===== src/rtl/buffer_loader.sv =====
// Fetches one buffer's worth of memory words, packs them into tiles and
// writes each tile into buffer_file.
module buffer_loader #(
    parameter int BUFFER_WIDTH   = 1024,
    parameter int BUFFER_COUNT   = 2,
    parameter int TILE_WIDTH     = 256,
    parameter int MEM_DATA_WIDTH = 32,
    parameter int ADDR_WIDTH     = 24,
    localparam int BUF_W = (BUFFER_COUNT > 1) ? $clog2(BUFFER_COUNT) : 1
) (
    input  logic                      clk,
    input  logic                      reset_n,
    input  logic                      start,
    input  logic [ADDR_WIDTH-1:0]     base_addr,
    input  logic [BUF_W-1:0]          buf_id,
    output logic                      busy,
    output logic                      done,
    output logic                      mem_req,
    output logic [ADDR_WIDTH-1:0]     mem_addr,
    input  logic                      mem_ready,
    input  logic                      mem_rvalid,
    input  logic [MEM_DATA_WIDTH-1:0] mem_rdata,
    output logic                      write_enable,
    output logic [TILE_WIDTH-1:0]     write_data,
    output logic [BUF_W-1:0]          write_buffer
);

    // state | meaning
    // IDLE  | waiting for start
    // FETCH | issuing requests / collecting responses for the current tile
    // WRITE | one-cycle tile write strobe to buffer_file
    // DONE  | one-cycle completion pulse
    typedef enum logic [1:0] {IDLE, FETCH, WRITE, DONE} state_t;

    localparam int TILE_COUNT     = BUFFER_WIDTH / TILE_WIDTH;
    localparam int WORDS_PER_TILE = TILE_WIDTH / MEM_DATA_WIDTH;
    localparam int BYTES_PER_WORD = MEM_DATA_WIDTH / 8;
    localparam int CNT_W          = $clog2(WORDS_PER_TILE + 1);
    localparam int IDX_W          = (TILE_COUNT > 1) ? $clog2(TILE_COUNT) : 1;

    state_t                  state;
    logic [ADDR_WIDTH-1:0]   base_q;
    logic [BUF_W-1:0]        buf_q;
    logic [IDX_W-1:0]        tile_idx;
    logic [CNT_W-1:0]        issued;
    logic [CNT_W-1:0]        received;
    logic [TILE_WIDTH-1:0]   tile;
    logic [TILE_WIDTH-1:0]   tile_next;
    logic [ADDR_WIDTH-1:0]   word_idx;
    logic                    accept;
    logic                    capture;
    logic                    last_word;

    assign busy         = (state != IDLE);
    assign done         = (state == DONE);
    assign write_enable = (state == WRITE);
    assign write_buffer = buf_q;
    assign mem_req      = (state == FETCH) && (issued < CNT_W'(WORDS_PER_TILE));
    assign accept       = mem_req && mem_ready;
    // a response with nothing outstanding is stray and must not advance the tile
    assign capture      = (state == FETCH) && mem_rvalid && (received != issued);
    assign last_word    = capture && (received == CNT_W'(WORDS_PER_TILE - 1));

    always_comb begin
        word_idx = ADDR_WIDTH'(tile_idx) * ADDR_WIDTH'(WORDS_PER_TILE) + ADDR_WIDTH'(issued);
        mem_addr = '0;
        if (state == FETCH)
            mem_addr = base_q + word_idx * ADDR_WIDTH'(BYTES_PER_WORD);
    end

    always_comb begin
        tile_next = tile;
        if (capture)
            tile_next[int'(received) * MEM_DATA_WIDTH +: MEM_DATA_WIDTH] = mem_rdata;
    end

    always_ff @(posedge clk or negedge reset_n) begin
        if (!reset_n) begin
            state      <= IDLE;
            base_q     <= '0;
            buf_q      <= '0;
            tile_idx   <= '0;
            issued     <= '0;
            received   <= '0;
            tile       <= '0;
            write_data <= '0;
        end else begin
            case (state)
                IDLE: begin
                    if (start) begin
                        base_q   <= base_addr;
                        buf_q    <= buf_id;
                        tile_idx <= '0;
                        issued   <= '0;
                        received <= '0;
                        state    <= FETCH;
                    end
                end
                FETCH: begin
                    if (accept)
                        issued <= issued + CNT_W'(1);
                    if (capture) begin
                        tile     <= tile_next;
                        received <= received + CNT_W'(1);
                    end
                    // write_data is a separate register so it holds between writes
                    if (last_word) begin
                        write_data <= tile_next;
                        state      <= WRITE;
                    end
                end
                WRITE: begin
                    issued   <= '0;
                    received <= '0;
                    if (tile_idx == IDX_W'(TILE_COUNT - 1)) begin
                        state <= DONE;
                    end else begin
                        tile_idx <= tile_idx + IDX_W'(1);
                        state    <= FETCH;
                    end
                end
                DONE:    state <= IDLE;
                default: state <= IDLE;
            endcase
        end
    end

endmodule

===== config.mk =====
export PLATFORM = sky130hd
export DESIGN_NAME = buffer_loader
export DESIGN_NICKNAME = d
export VERILOG_FILES = /design/src/rtl/buffer_loader.sv
export SDC_FILE = /design/constraint.sdc
export NUM_CORES = 1
export LEC_CHECK = 0
export CAP_MARGIN = 20
export CELL_PAD_IN_SITES_DETAIL_PLACEMENT = 0
export CELL_PAD_IN_SITES_GLOBAL_PLACEMENT = 1
export CORE_MARGIN = 2
export CORE_UTILIZATION = 46
export DETAILED_ROUTE_END_ITERATION = 10
export PLACE_DENSITY = 0.82
export SLEW_MARGIN = 20
export SYNTH_ARGS = -nofsm -noshare
export SYNTH_HDL_FRONTEND = slang
export SYNTH_SLANG_ARGS = --single-unit

===== constraint.sdc =====
create_clock -name clk -period 8.12 [get_ports clk]
set_input_delay 1.218 -clock clk [delete_from_list [all_inputs] [get_ports clk]]
set_output_delay 1.218 -clock clk [all_outputs]
set_load 0.01 [all_outputs]

==> run summary <==
The worst path in the final design needs a cycle of 4890 ps, including I/O delays and setup. The post-synth design cell area is 21900 um2. The routed length per placed instance is 20.9 um.

CTS placed an instance of sky130_fd_sc_hd__clkbuf_16 at the clock tree root. The sum of routed wire length over all layers came out at 60400 um. The basic-gate share of the synthesized area counting and, or, nand and nor cells came out at 15.4%.

The multiplexer area fraction after synthesis is 10.5%. For this configuration, the core starts out at a cell density of 46.9%. The cell count after placement is 2789. The synthesized-area fraction occupied by xor and xnor cells is 0.999%. The count of vias placed by the detailed router is 16.0k.

The synthesis warning total came out at 0. 347 I/O pins were placed. The number of instances on the worst hold path came out at 2.

Setup repair after global routing left no endpoint under its margin. In the layout the commonest cells are sky130_fd_sc_hd__dfrtp_1 (549), sky130_fd_sc_hd__nand2_1 (378), sky130_fd_sc_hd__clkdlybuf4s50_1 (345). Routability-driven placement finished with a final weighted congestion of 0.809.

The global router's overall resource usage is 24.8%. The cell at the slowest stage of the critical path is sky130_fd_sc_hd__a211oi_1. The number of setup buffers added after CTS came out at 0. The clock skew after layout is 14.8 ps. The final-report max-slew violation count came to 0. The post-route setup TNS is 0 ps. The fraction of the cycle the final worst path needs came out at 60.2%.

For the pin with the worst max-slew slack, the measured transition is 1100 ps. Sorting the synthesized cells by area gives the leading types as sky130_fd_sc_hd__dfrtp_1 (63%), sky130_fd_sc_hd__nand2_1 (6.5%), sky130_fd_sc_hd__mux2_2 (6.2%). The share of the synthesized area in compound gates (AO/OA/AOI/OAI) came out at 7.05%.

The detail route stage leaves a number of antenna-violating nets equal to 0. The remaining routing DRC violations came out at 0. For this run the aggregate overflow at the end of global routing stands at 0. The clock input transition at the sequential cells of the worst setup and hold paths came out at 60 ps.

STA classifies the critical path startpoint as a flop. The critical path goes through ha_1 > ha_1 > ha_1 > nand2_1 > a211oi_1 > o21ai_0 > xor2_1 > nor2_1 > clkdlybuf4s50_1. The final-report hold violation count came out at 0. The number of antenna violations at the first check in global routing is 0. The detailed placement HPWL came out at 38800 um.

The post-synthesis net count came out at 2006. The overall die area is 49400 um2. The dominant delay contributor by cell family on the critical path is adder cells. Setup violations remaining at the end of the flow were counted as 0. The biggest area contributor in the post-synthesis netlist is sky130_fd_sc_hd__dfrtp_1. Summing the areas of all fa, ha and maj instances in the mapped netlist gives 1.00% of the synthesized area. The via count of the first global-routing pass is 16.1k. The standby leakage power is 13.2 nW.

The quantity of I/O buffers inserted on ports came out at 346. STA classifies the critical path endpoint as an output port. The detailed-routing iteration count for the pre-antenna-repair pass is 5. The number of nets in the layout came out at 2320. The post-route netlist has 14.9% of its cells at a drive strength greater than 1. The gate count of the mapped netlist came out at 1927. The startpoint of the most critical hold path is tile[135].

The endpoint identified for the worst register-to-register timing path is write_data[193]. The number of hold buffers added after cts is 0. The tightest min-delay check is of the flop to flop type. The stage delay of the slowest cell on the critical path came out at 600 ps. The die width came out at 222 um. The share of the Yosys chip area taken by registers is 62.7%.

After floorplanning, the core was sized to cover 46800 um2. The count of buffering cells on the critical path with inverters included is 1. For met3 alone, demand over resource in global routing was 6.37%. The count of H-tree levels built during CTS came out at 2. The internal reg-to-reg setup slack is 3880 ps.

The power density over cell area is 406 nW/um2. The TritonCTS sink count came out at 549. The cell row count is 79. The die extent in y came out at 222 um. The maximum buffer depth of the clock tree came out at 3. By startpoint and endpoint, the worst setup path is classified as flop to output port.

The clock tree from TritonCTS is yes. For the worst flop-to-flop path, the logic depth is 8. The number of vias per cell after detailed routing is 5.53. The layer flagged by global routing as most heavily used is met2. After synthesis the netlist holds a flip-flop and latch count of 549. The arrival time reported for the critical path endpoint came out at 3670 ps. The finished layout holds 2889 standard cells, fillers aside. Relative to the synthesized area, the layout overhead comes to 26.9%. The number of clock buffers inserted by TritonCTS is 57.

In this run the mean area of a mapped cell was 11.4 um2. The highest achievable clock rate is 204 MHz. The tool flagged a number of max-cap violations equal to 0. The number of distinct standard cells referenced by the synthesized netlist came out at 51. Across the VDD grid, the largest voltage drop is 0.239 mV. The most frequent standard cell in the layout excluding fill and tap cells is sky130_fd_sc_hd__dfrtp_1. The run finished with clean final reports. The detailed router's first-iteration violation count came out at 1120. The count of antenna diodes in the layout is 0. The post-cts repair resize count came out at 0. Counting stages on the worst path, the most repeated cell is sky130_fd_sc_hd__ha_1. In this run the critical register-to-register path is launched from received[0]. The largest family of logic cells by synthesized area is simple AND/OR/NAND/NOR gates. The end of the worst hold path is tile[135]. At the later pin of the worst-skew pair, clock insertion delay measures 600 ps. The fraction of met1 tracks used by global routing came out at 33.7%. For met2 alone, demand over resource in global routing was 39.5%. Entering global routing, the biggest net connects 169 pins.

The top fanout value on the critical path came out at 6. The worst path required time came out at 6900 ps. The relative slew slack came out at 27.0%. The proportion of netlist area held by the largest area contributor is 62.7%. The first global-routing pass estimated 94900 um of wire.
==> metrics by stage <==
stage	utilization, %	worst slack [ps]	total power, mW	instance area [um2]	hold WS, ps
finish	59.5	3230	11.3	27800	459
global route	59.5	2980	11.9	27800	475
CTS	59.5	3210	11.4	27800	463
detailed placement	55.6	3840	8.80	26000	450
global placement	55.5	3920	8.66	26000	443
floorplan	-	4680	6.46	21900	433
==> Yosys cell counts (all sizes together) <==
cell type and number:
ha 16, o21bai 1, and4b 1, nor3 10, o31ai 2, nand3b 2
mux2 181, a211o 2, nand2 378, or4 1, a2111oi 2, nor2b 2
a211oi 1, clkinv 1, nand3 138, a32o 1, a221oi 1, mux2i 3
buf 45, clkbuf 71, fa 1, nand4 6, a22o 32, o211a 1
o21a 2, a31oi 162, or3 7, nor2 195, nor4 3, or2 32
and3 5, and4 2, nand2b 4, nor3b 2, o211ai 3, dfrtp 549
and2 4, xnor2 4, or4b 1, o41ai 1, xor2 21, inv 11
a21o 2, o21ai 12, a21oi 6
==> power by group <==
part           leakage, nW  switching [mW]  total, mW  internal [mW]
Clock                0.905            1.05       2.55           1.50
Combinational         5.01            2.16       4.34           2.18
Sequential            7.27           0.600       4.40           3.80
==> worst max-delay path by stage <==
stage,startpoint,to,slack (ps),depth (start not counted)
2_1_floorplan,tile_idx[0],mem_addr[23],4680,8
3_3_place_gp,tile_idx[0],mem_addr[18],3920,9
3_5_place_dp,received[0],write_data[195],3840,8
4_1_cts,tile_idx[0],mem_addr[12],3210,9
5_1_grt,issued[0],mem_addr[18],2980,9
6_report,tile_idx[0],mem_addr[18],3230,9
==> cell families after synthesis <==
group / count (synthesis)
XOR/XNOR: 25
buffers and inverters: 128
flip-flops: 549
AND/OR/NAND/NOR: 793
AO/OA/AOI/OAI: 231
multiplexers: 184
adder cells (fa/ha/maj): 17
==> routing by layer <==
metal / vias to the layer above / part of all wire (%)
met4: 0 / 2.6
met5: - / 0
met1: 8133 / 43
li1: 7259 / -
met3: 93 / 7.5
met2: 483 / 47
==> cell type report <==
cell class / instances / area, um2
fill: 3932 / 18900
tap: 607 / 759
inverter: 12 / 45.0
timing repair buffer: 371 / 3710
clock inverter: 8 / 72.6
multi-input combinational: 1250 / 7720
clock buffer: 92 / 1760
sequential: 549 / 13700
==> registers in the layout (all words and copies together), names as in the netlist <==
name and count:
write_buffer 1, tile 256, state 2, tile_idx 2, received 4, write_data 256, issued 4, base_q 24
==> worst min-delay path: stages, from the launching register on <==
cell	delay, ps
sky130_fd_sc_hd__dfrtp_1	320
sky130_fd_sc_hd__nand2_1	60
sky130_fd_sc_hd__nand2_1	50
Power figures use the tool's default switching activity.
==> patch: new RTL, same flow settings <==
`MEM_DATA_WIDTH`: 32 -> 64.
--- a/src/rtl/buffer_loader.sv
+++ b/src/rtl/buffer_loader.sv
@@ -5,5 +5,5 @@
     parameter int BUFFER_COUNT   = 2,
     parameter int TILE_WIDTH     = 256,
-    parameter int MEM_DATA_WIDTH = 32,
+    parameter int MEM_DATA_WIDTH = 64,
     parameter int ADDR_WIDTH     = 24,
     localparam int BUF_W = (BUFFER_COUNT > 1) ? $clog2(BUFFER_COUNT) : 1
Interface: changed (resized mem_rdata); port bits go from 347 to 379. No check against the original RTL was run, so the function may have changed too.
==> patch against the unedited design <==
  * Core utilization shrank 0.60 points
  * Highest routed layer unchanged
  * Largest cell class unchanged
  * Routed wire length down 2.2%
  * Synthesized area grew 2.6%
  * Clock power rose by 6%
  * Sequential cell count is 2 lower
  * Worst setup slack got worse by 0.083 ns
  * Final area up 2.8%
  * Power increased by 2.3%
  * Register-to-register slack better by 0.34 ns
==> patch: results (changes against the unedited design) <==
- Synth top cells by count: dfrtp_1, nand2_1, nor2_1
- Fraction of registers with async set/reset: 100% (unchanged)
- Combinational share of power: 37.9% (-0.5 points)
- Hold_ws: 0.460 ns (+0.000326 ns)
- Synth area leaders: dfrtp_1, nand2_1, nor2_1
- Adder-Cell Fraction of Synth Area: 0.980% (-0.025 points)
- Proportion of synthesized area in mux cells: 10.4% (-0.051 points)
- Synth Area in Compound Gates: 9.66% (+2.6 points)
- Most frequent CP cell: ha_1
- First-pass detailed-route iteration total: 8 (+3)
- Hold_sp: tile[215]$_DFFE_PN0P_
- Clock Skew: 0.0209 ns (+0.00614 ns)
- Reg2reg end: write_data[164]$_DFFE_PN0P_
- Deepest clock path buffer count: 3 (unchanged)
- Vias in the first global route: 16.6k (+2.8%)
- Synth warn: 0 (unchanged)
- Hold path depth: 2 (unchanged)
- Net Sw Power: 3.93 mW (+3.4%)
- GPL Wtd Cong: 0.777 (-4.0%)
- Via density: 5.35 (-3.1%)
- Hold path endpoint: tile[215]$_DFFE_PN0P_
- Largest net degree at the start of global routing: 179 (+5.9%)
- Reg-to-reg slack, setup: 4.22 ns (+0.34 ns)
- XOR/XNOR Fraction of Synth Area: 0.729% (-0.27 points)
- Port-buffer cells: 378 (+9.2%)
- Status: completed
- GR Util All Layers: 23.6% (-1.2 points)
- Hold Path Class: reg2reg
- Initial DRC Count: 1245 (+11%)
- Clk pwr share: 23.4% (+0.8 points)
- Max incr delay on CP: 0.57 ns (-0.03 ns)
- Share of layout cells above drive strength 1: 8.01% (-6.9 points)
- First-pass GRT wire length: 94.0 mm (-0.98%)
- Final HPWL from detailed placement: 37.6 mm (-3.3%)
- Sequential element share of the synthesized area: 60.9% (-1.8 points)
- Leakage: 13.2 nW (about the same)
- Reg2reg path depth: 10 (+2)
- Worst slew pin tran: 1.04 ns (-0.0600 ns)
- Synth Net Count: 2207 (+10%)
- Antenna fix cells: 0 (unchanged)
- Fin nets: 2525 (+8.8%)
- Worst-path maximum fanout: 8 (+2)
- Highest-delay cell along the critical path: clkdlybuf4s50_1
- Yosys cell types: 53 (+3.9%)
- Clock Power: 2.70 mW (+6%)
- Routed len/inst: 19.2 um (-8.3%)
- Num CTS Buffers: 58 (+1.8%)
- Peak VDD IR: 313 uV (+31%)
-- patch: per-layer routing --
metal | wire, um | track usage, %
met1 | 26700 | 32.9
met5 | 0 | 0
met3 | 3640 | 4.99
met2 | 27200 | 36.9
met4 | 1610 | 7.65
-- patch: cells by family (layout without fill, tap and decap cells) --
family          count (synthesis)  in the layout
compound gates                363            363
xor+xnor                       17             17
fa+ha+maj                      17             17
buf+inv                       153            515
flops                         547            547
mux                           215            215
simple gates                  784            784
-- patch: worst max path at each step --
| stage | cells past startpoint | to | from | slack, ns |
|---|---|---|---|---|
| final | 9 | mem_addr[23] | issued[2]$_DFFE_PN0P_ | 3.15 |
| after global placement | 8 | write_data[164]$_DFFE_PN0P_ | mem_rvalid | 3.78 |
| after floorplan | 8 | mem_addr[23] | issued[2]$_DFFE_PN0P_ | 4.52 |
| after detailed placement | 8 | write_data[158]$_DFFE_PN0P_ | mem_rvalid | 3.71 |
| after global routing | 9 | mem_addr[23] | issued[2]$_DFFE_PN0P_ | 2.96 |
| after CTS | 9 | mem_addr[23] | issued[2]$_DFFE_PN0P_ | 3.11 |
-- patch: cell type report --
| cell class | count | area (um^2) |
|---|---|---|
| Sequential cell | 547 | 13700 |
| Multi-Input combinational cell | 1396 | 8110 |
| Timing Repair Buffer | 398 | 4000 |
| Clock inverter | 22 | 285 |
| Tap cell | 622 | 778 |
| Clock buffer | 82 | 1670 |
| Fill cell | 4120 | 20000 |
| Inverter | 13 | 48.8 |
-- patch: through the flow --
stage	util, %	std cells	area [um^2]	setup slack [ns]
2_1_floorplan	-	2096	22500	4.52
5_1_grt	58.9	3080	28600	2.96
3_5_place_dp	54.8	2975	26600	3.71
3_3_place_gp	54.8	2975	26600	3.78
6_report	58.9	3080	28600	3.15
4_1_cts	58.8	3079	28600	3.11
